`config.mk`:
```
export PLATFORM = sky130hd
export DESIGN_NAME = count_event_recorder
export DESIGN_NICKNAME = d
export VERILOG_FILES = /design/src/rtl/event_rec_pkg.sv /design/src/rtl/event_fifo.sv /design/src/rtl/count_event_recorder.sv
export SDC_FILE = /design/constraint.sdc
export NUM_CORES = 1
export LEC_CHECK = 0
export ABC_AREA = 1
export CORE_MARGIN = 1.5
export CORE_UTILIZATION = 58
export DETAILED_ROUTE_END_ITERATION = 8
export GPL_ROUTABILITY_DRIVEN = 0
export PLACE_DENSITY = 0.88
export SYNTH_ARGS = -nofsm -noshare
export SYNTH_HDL_FRONTEND = slang
export SYNTH_SLANG_ARGS = --single-unit
export TNS_END_PERCENT = 10
```
`constraint.sdc`:
```
create_clock -name clk -period 5.9 [get_ports clk]
set_clock_uncertainty 0.2 [all_clocks]
set_input_delay 1.18 -clock clk [delete_from_list [all_inputs] [get_ports clk]]
set_output_delay 1.18 -clock clk [all_outputs]
set_load 0.005 [all_outputs]
```
`src/rtl/event_rec_pkg.sv`:
```
`default_nettype none
// ============================================================================
// Module      : event_rec_pkg
// Description : Shared constants and types for the counter event recorder.
// Revision    : 1.0 - initial release
// ============================================================================
package event_rec_pkg;

  localparam int EV_WIDTH = 8;
  localparam int EV_DEPTH = 4;
  localparam int EV_LVL_W = $clog2(EV_DEPTH) + 1;

  typedef logic [EV_WIDTH-1:0] ev_word_t;
  typedef logic [EV_LVL_W-1:0] ev_level_t;

endpackage : event_rec_pkg
`default_nettype wire

```
`src/rtl/event_fifo.sv`:
```
`default_nettype none
// ============================================================================
// Module      : event_fifo
// Description : Synchronous show-ahead FIFO. Head is visible on data_o while
//               valid_o is high and reads as zero when empty. Full/empty come
//               from the occupancy count, so pointers may wrap freely.
// Revision    : 1.0 - initial release
// ============================================================================
module event_fifo #(
  parameter  int WIDTH = 8,
  parameter  int DEPTH = 4,
  localparam int PTR_W = $clog2(DEPTH),
  localparam int LVL_W = PTR_W + 1
) (
  input  logic             clk,
  input  logic             clear,
  input  logic             push_i,
  input  logic             pop_i,
  input  logic [WIDTH-1:0] data_i,
  output logic [WIDTH-1:0] data_o,
  output logic             valid_o,
  output logic             full_o,
  output logic [LVL_W-1:0] level_o
);

  logic [WIDTH-1:0] mem_q [DEPTH];
  logic [PTR_W-1:0] wr_ptr_q, wr_ptr_d;
  logic [PTR_W-1:0] rd_ptr_q, rd_ptr_d;
  logic [LVL_W-1:0] level_q, level_d;
  logic             do_push;
  logic             do_pop;

  assign valid_o = (level_q != '0);
  assign full_o  = (level_q == LVL_W'(DEPTH));
  assign level_o = level_q;
  assign data_o  = valid_o ? mem_q[rd_ptr_q] : '0;

  // A pop on empty is ignored; a push while full is only taken alongside a pop.
  assign do_pop  = pop_i && valid_o;
  assign do_push = push_i && (!full_o || do_pop);

  // Next-state for pointers and occupancy.
  always_comb begin
    wr_ptr_d = wr_ptr_q;
    rd_ptr_d = rd_ptr_q;
    level_d  = level_q + LVL_W'(do_push) - LVL_W'(do_pop);
    if (do_push) wr_ptr_d = wr_ptr_q + PTR_W'(1);
    if (do_pop)  rd_ptr_d = rd_ptr_q + PTR_W'(1);
  end

  // Pointer and occupancy registers.
  always_ff @(posedge clk or posedge clear) begin
    if (clear) begin
      wr_ptr_q <= '0;
      rd_ptr_q <= '0;
      level_q  <= '0;
    end else begin
      wr_ptr_q <= wr_ptr_d;
      rd_ptr_q <= rd_ptr_d;
      level_q  <= level_d;
    end
  end

  // Storage array; contents are don't-care until written, so no reset.
  always_ff @(posedge clk) begin
    if (do_push) mem_q[wr_ptr_q] <= data_i;
  end

endmodule : event_fifo
`default_nettype wire

```
`src/rtl/count_event_recorder.sv`:
```
`default_nettype none
// ============================================================================
// Module      : count_event_recorder
// Description : Watches the upper nibble of the counter word, records the
//               full word on each nibble change into a show-ahead FIFO, and
//               tracks a sticky overflow flag and a running event count.
// Revision    : 1.0 - initial release
// ============================================================================
module count_event_recorder
  import event_rec_pkg::*;
#(
  parameter  int WIDTH = EV_WIDTH,
  parameter  int DEPTH = EV_DEPTH,
  localparam int LVL_W = $clog2(DEPTH) + 1
) (
  input  logic             clk,
  input  logic             clear,
  input  logic [WIDTH-1:0] cct_input,
  input  logic             enable,
  input  logic             rd_en,
  output logic [WIDTH-1:0] rd_data,
  output logic             rd_valid,
  output logic             full,
  output logic [LVL_W-1:0] level,
  output logic             overflow,
  output logic [7:0]       event_count
);

  logic [3:0] prev_nib_q;
  logic       primed_q;
  logic       overflow_q, overflow_d;
  logic [7:0] event_count_q, event_count_d;
  logic       event_w;
  logic       pop_ok;
  logic       push_ok;
  logic       drop;

  // An event needs a primed tracker so the first sample after reset is silent.
  assign event_w = primed_q && enable &&
                   (cct_input[WIDTH-1:WIDTH-4] != prev_nib_q);
  assign pop_ok  = rd_en && rd_valid;
  // When full, a coincident pop frees the slot the new word needs.
  assign push_ok = event_w && (!full || pop_ok);
  assign drop    = event_w && full && !pop_ok;

  assign overflow    = overflow_q;
  assign event_count = event_count_q;

  event_fifo #(
    .WIDTH (WIDTH),
    .DEPTH (DEPTH)
  ) u_fifo (
    .clk     (clk),
    .clear   (clear),
    .push_i  (push_ok),
    .pop_i   (rd_en),
    .data_i  (cct_input),
    .data_o  (rd_data),
    .valid_o (rd_valid),
    .full_o  (full),
    .level_o (level)
  );

  // Next-state for the sticky overflow flag and the event counter.
  always_comb begin
    overflow_d    = overflow_q | drop;
    event_count_d = event_count_q;
    if (event_w) event_count_d = event_count_q + 8'd1;
  end

  // Nibble tracker follows the input every cycle, independent of enable.
  always_ff @(posedge clk or posedge clear) begin
    if (clear) begin
      prev_nib_q    <= '0;
      primed_q      <= 1'b0;
      overflow_q    <= 1'b0;
      event_count_q <= '0;
    end else begin
      prev_nib_q    <= cct_input[WIDTH-1:WIDTH-4];
      primed_q      <= 1'b1;
      overflow_q    <= overflow_d;
      event_count_q <= event_count_d;
    end
  end

endmodule : count_event_recorder
`default_nettype wire

```
; ---- Word-level counts from Yosys, hierarchy flattened
; Memories as Yosys holds them, arrays and structs flattened.
; Cells that the tools add are included.
[classes]
n_addsub = 5
mul = 0
div = 0
magnitude_cmp = 0
eq_ne = 2
shifts = 0
mux = 3
bitwise_logic = 1
reduce_logical = 11
[op_table]
columns = cell, count
row1 = $add A8 B1 Y8 const B, 1
row2 = $mux W8, 1
row3 = $logic_and A1 B1 Y1, 7
row4 = $add A2 B1 Y2 const B, 2
row5 = $ne A4 B4 Y1, 1
row6 = $add A3 B1 Y3, 1
row7 = $eq A3 B3 Y1 const B, 1
row8 = $reduce_bool A3 Y1, 1
row9 = $sub A3 B1 Y3, 1
row10 = $logic_not A1 Y1, 2
row11 = $mux W1, 2
row12 = $logic_or A1 B1 Y1, 1
row13 = $or A1 B1 Y1, 1
[totals]
regBits = 21
latchBits = 0
ramBits = 32
rom_bits = 0
in_bits = 12
output_inout_bits = 22
word_cells = 30
memories = 1
[mem_list]
columns = name, depth, word_bits, rd, rd_ports_with_merged_regs, write_ports, line
row1 = u_fifo.mem_q, 4, 8, 1, 0, 1, event_fifo.sv:26  ; logic [WIDTH-1:0] mem_q [DEPTH];

; ---- Logic depth before layout (Yosys ltp)
[logic_depth]
ltp_word = 7
depth_mapped = 11

; ---- Modules after synthesis
; Synthesis repeated with hierarchy kept, for this count alone.
[hier_totals]
hier_cells = 282
hier_area_um2 = 2586.2
[by_module_without_submodules]
columns = mod, instances, cells_per_inst, area_per_inst_um2, seq_area_each_um2
row1 = event_fifo, 1, 183, 1834.3, 1136.1
row2 = count_event_recorder, 1, 99, 752.0, 350.3

; ---- Least setup slack after synthesis
; Ideal clock, no wire load.
[synth_timing]
path_type = in2reg
from = in rd_en
to = reg u_fifo.level_q[2], in the netlist u_fifo.level_o[2]
t_arrival_ns = 2.317
t_required_ns = 5.577
slack_ns = 3.260
stages = 8
n_path_buf = 0
path_cell_list = inv_1 > nor2_4 > ha_1 > inv_1 > ha_1 > inv_1 > fa_1 > xnor2_1
[synth_via]
elab_chain_cells = 6
[synth_lines]
columns = element, line
row1 = start: declaration, count_event_recorder.sv:20  ; input logic rd_en,
row2 = $logic_and A1 B1 Y1 *, count_event_recorder.sv:41  ; assign pop_ok = rd_en && rd_valid;
row3 = via pop_ok, count_event_recorder.sv:34  ; logic pop_ok;
row4 = $logic_or A1 B1 Y1, count_event_recorder.sv:43  ; assign push_ok = event_w && (!full || pop_ok);
row5 = $logic_and A1 B1 Y1, count_event_recorder.sv:43
row6 = $logic_and A1 B1 Y1, event_fifo.sv:40  ; assign do_push = push_i && (!full_o || do_pop);
row7 = $add A3 B1 Y3, event_fifo.sv:46  ; level_d = level_q + LVL_W'(do_push) - LVL_W'(do_pop);
row8 = $sub A3 B1 Y3 *, event_fifo.sv:46
row9 = via u_fifo.level_d[2], event_fifo.sv:29  ; logic [LVL_W-1:0] level_q, level_d;
row10 = end signal: assignment, event_fifo.sv:60  ; level_q <= level_d;
row11 = end: declaration, event_fifo.sv:29
; Mark *: on every way through the listed nets, which the timed path passes. The rest lies on a longest branch.
; A chain may end at the register's enable or synchronous reset.

; ---- Final worst setup path
[layout_timing]
from = reg u_fifo.rd_ptr_q[0]
to = out rd_data[6]
[layout_via]
elab_chain_cells = 2
[layout_lines]
columns = element, line
row1 = start: declaration, event_fifo.sv:28  ; logic [PTR_W-1:0] rd_ptr_q, rd_ptr_d;
row2 = start signal: assignment, event_fifo.sv:59  ; rd_ptr_q <= rd_ptr_d;
row3 = $mem_v2 Z4 W8, -
row4 = $mux W8, event_fifo.sv:36  ; assign data_o = valid_o ? mem_q[rd_ptr_q] : '0;
row5 = end: declaration, count_event_recorder.sv:21  ; output logic [WIDTH-1:0] rd_data,
; No other way between the ends.

==> results.md <==
* Fillers at 291
* Final Instance Area at between 2000 and 3000 µm²
* Max cap viols at 0
* Setup TNS at 0 ns
* Vias/cell at about 5.2
* Multiplexer share of the synthesized area at 0%
* Via count at 1649
* #FFs+latches synth at 53
* CP required at 4.52 ns
* Top Ports at 34
* HPWL Detailed at between 3000 and 4000 µm
* CP max stage delay at 0.81 ns
* Worst setup SP type: register
* Worst Tran Pin Value at 0.797 ns
* Final max-slew violation count at 0
* CTS root buf: clkbuf_8
* RSZ-0062 raised after global routing: false
* Register share of total power at 43.7%
* Post-CTS Hold Buffers at 0
* Commonest cells after routing, fill and taps aside: nand2_1, nor2_1, clkdlybuf4s50_1, edfxtp_1, inv_1
* PortBufs at 33
* Core Rows at 23
* Hold WC Path Type: reg2reg
* CTS H-Tree Depth at 2
* Reg clk slew, reported paths at roughly 0.090 ns
* Sw Pwr at about 0.41 mW
* Post-synthesis sequential area ratio at around 61%
* Pre-Repair DR Iteration Count at 4
* Hold_ws at 0.286 ns
* Hold violation count in the final report at 0
* Most used cell, CP: nor2_1
* Final period utilization at 60.7%
* Syn Inst Count at approximately 240
* Diode count at 0
* Post-synthesis cell area at ~2400 µm²
* Largest family of logic cells by synthesized area: simple AND/OR/NAND/NOR gates
* CP startpoint: u_fifo.rd_ptr_q[0]$_DFFE_PP0P_
* WP data arrival at 2.20 ns
* Most common cell after layout, fill and taps aside: nand2_1
* Gr usage total at 21.3%
* Core ar. at 4000 µm²
* Yosys cell types at 30
* CP max FO at 19
* Setup ws final at 2.32 ns
* Inst Count DP at 312
* Area after DPL at 2780 µm²
* Comb pwr share at 37.1%
* Area growth from synthesis to layout at 18.8%
* CTS max path bufs at 2
* Fmax at 279 MHz
* Global-route wire length before repair at 6980 µm
* Post-CTS sizing at 0
* Vias in the first global route at approximately 1600
* Fin cells at 320
* Switching Fraction at 33.1%
* Synth Area in XOR/XNOR at 2.83%
* Status: finished, final reports clean
* DIE HEIGHT at a little under 70 µm
* R2R depth at 7
* Reg2Reg Setup Slack at roughly 3.5 ns
* Ratio of cells with drive above 1 in the final layout at 5.93%
* Leakage at 1.21 nW
* Worst vdd ir at roughly 0.23 mV
* Setup violations, final at 0
* CTS tree: built
* Mean area per synthesized cell at between 10 and 15 µm²
* Synth Area in Compound Gates at 5.66%
* WL per Instance at 13.4 µm
* Setup CP Type: reg2out
* CTS Buf Count at 5
* CTS Sinks at between 50 and 60
* Antenna viol nets, final at 0
* Internal power at 0.835 mW
* Insertion delay to the later sink of the worst-skew pair at approximately 0.3 ns
* Crit path to: rd_data[6]
* Pin count of the biggest net entering global routing at 22
* Synth Area in Simple Gates at between 10% and 20%
* Slew HR at 46.8%
* Min-delay src: overflow$_DFF_PP0_
* Die ar. at 4590 µm²
* Starting Density at 60.7%
* Critical R2R Capture: u_fifo.mem_q[3][0]$_DFFE_PP_
* Worst r2r src: prev_nib_q[1]$_DFF_PP0_
* Post-route minimum period at 3.58 ns
* Iteration-0 DRC Markers at between 60 and 70
* Final #Nets at a little under 300
* Post-Route WL at 4290 µm
* Initial antenna violation count at 0
* DP Worst Slack at 2.07 ns
* Adder-Cell Fraction of Synth Area at 4.43%
* Syn_nets at 255
* Clk pwr share at 19.2%
* Die Wd at just under 70 µm
* Post-CTS setup buffers at 0
* Critical path, cell by cell: nor2_1 -> nor2_1 -> o21ai_0 -> a21oi_1 -> clkdlybuf4s50_1
* Synth Warn # at 0
* CP max-delay cell: dfrtp_1
* Worst setup EP type: primary output
* Drt drc at 0
* PD cells at 432 nW/µm²
* Global route overflow at 0
cells in the mapped netlist:
cell type | instances | area [µm²]
nand2_1 | 46 | 173
nor2_1 | 41 | 154
edfxtp_1 | 32 | 961
inv_1 | 25 | 93.8
dfrtp_1 | 21 | 526
o21ai_0 | 11 | 55.1
a21oi_1 | 8 | 40.0
nand3_1 | 8 | 40.0
ha_1 | 7 | 87.6
o21ai_1 | 7 | 35.0
xnor2_1 | 5 | 43.8
nand3b_1 | 3 | 22.5
buf_2 | 2 | 10.0
inv_2 | 2 | 7.51
nand4_1 | 2 | 12.5
buf_4 | 1 | 7.51
buf_6 | 1 | 11.3
clkbuf_2 | 1 | 5.00
clkbuf_8 | 1 | 13.8
conb_1 | 1 | 3.75
fa_1 | 1 | 20.0
nand2_4 | 1 | 11.3
nand2_8 | 1 | 20.0
nand3_2 | 1 | 10.0
nor2_2 | 1 | 6.26
nor2_4 | 1 | 11.3
nor3_4 | 1 | 16.3
o21bai_1 | 1 | 7.51
xor2_1 | 1 | 8.76
xor2_2 | 1 | 16.3
through the flow:
step	total power, mW	utilization (%)
6_report	1.25	72.2
5_1_grt	1.33	72.2
4_1_cts	1.26	72.2
3_5_place_dp	1.02	69.4
3_3_place_gp	0.990	69.4
2_1_floorplan	0.802	-
layer usage:
metal / up-vias / GRT usage (%) / share of wire, %
met5: - / 0 / 0
met4: 0 / 8.42 / 1.6
met3: 7 / 4.33 / 3.9
met2: 36 / 39.7 / 54
met1: 778 / 23.5 / 40
li1: 828 / - / -
flip-flops by register name, indices dropped and copies added (netlist names):
| register | flops |
|---|---|
| prev_nib_q | 4 |
| u_fifo.wr_ptr_q | 2 |
| u_fifo.mem_q | 32 |
| overflow | 1 |
| u_fifo.rd_ptr_q | 2 |
| event_count | 8 |
| u_fifo.level_o | 3 |
| primed_q | 1 |
cells by family after synthesis:
family	after synthesis
and+or+nand+nor	106
DFF	53
buffers and inverters	33
AOI/OAI and AO/OA	27
adders and majority gates	8
xor gates and xnor gates	7
other	1
critical path, delay by kind of cell (launching register included):
family | cells | cell delay, ns
AOI/OAI and AO/OA | 2 | 0.26
buffers and inverters | 1 | 0.52
DFF | 1 | 0.81
and+or+nand+nor | 2 | 0.30
how the worst min path moves through the flow:
stage,to,slack (ns),depth (start not counted)
finish,overflow$_DFF_PP0_,0.29,1
global route,overflow$_DFF_PP0_,0.32,1
CTS,overflow$_DFF_PP0_,0.29,1
detailed placement,overflow$_DFF_PP0_,0.27,1
global placement,overflow$_DFF_PP0_,0.26,1
floorplan,overflow$_DFF_PP0_,0.27,1
cell type report:
class,instances,area [µm²],share of cell area (%)
multi-input cells,149,795,27.5
repair buffers,33,330,11.4
inverters,27,101,3.51
clock buffers,6,72.6,2.51
well taps,50,62.6,2.17
flip-flops and latches,53,1490,51.5
clock inverters,2,38.8,1.34
power by group through the flow:
stage / logic (mW) / clock network, mW / registers, mW
after floorplan: 0.288 / 0 / 0.515
after global placement: 0.442 / 0 / 0.548
after detailed placement: 0.466 / 0 / 0.552
after CTS: 0.468 / 0.244 / 0.544
after global routing: 0.516 / 0.256 / 0.556
final: 0.462 / 0.240 / 0.545
No activity file was read; power rests on OpenSTA's default activity.
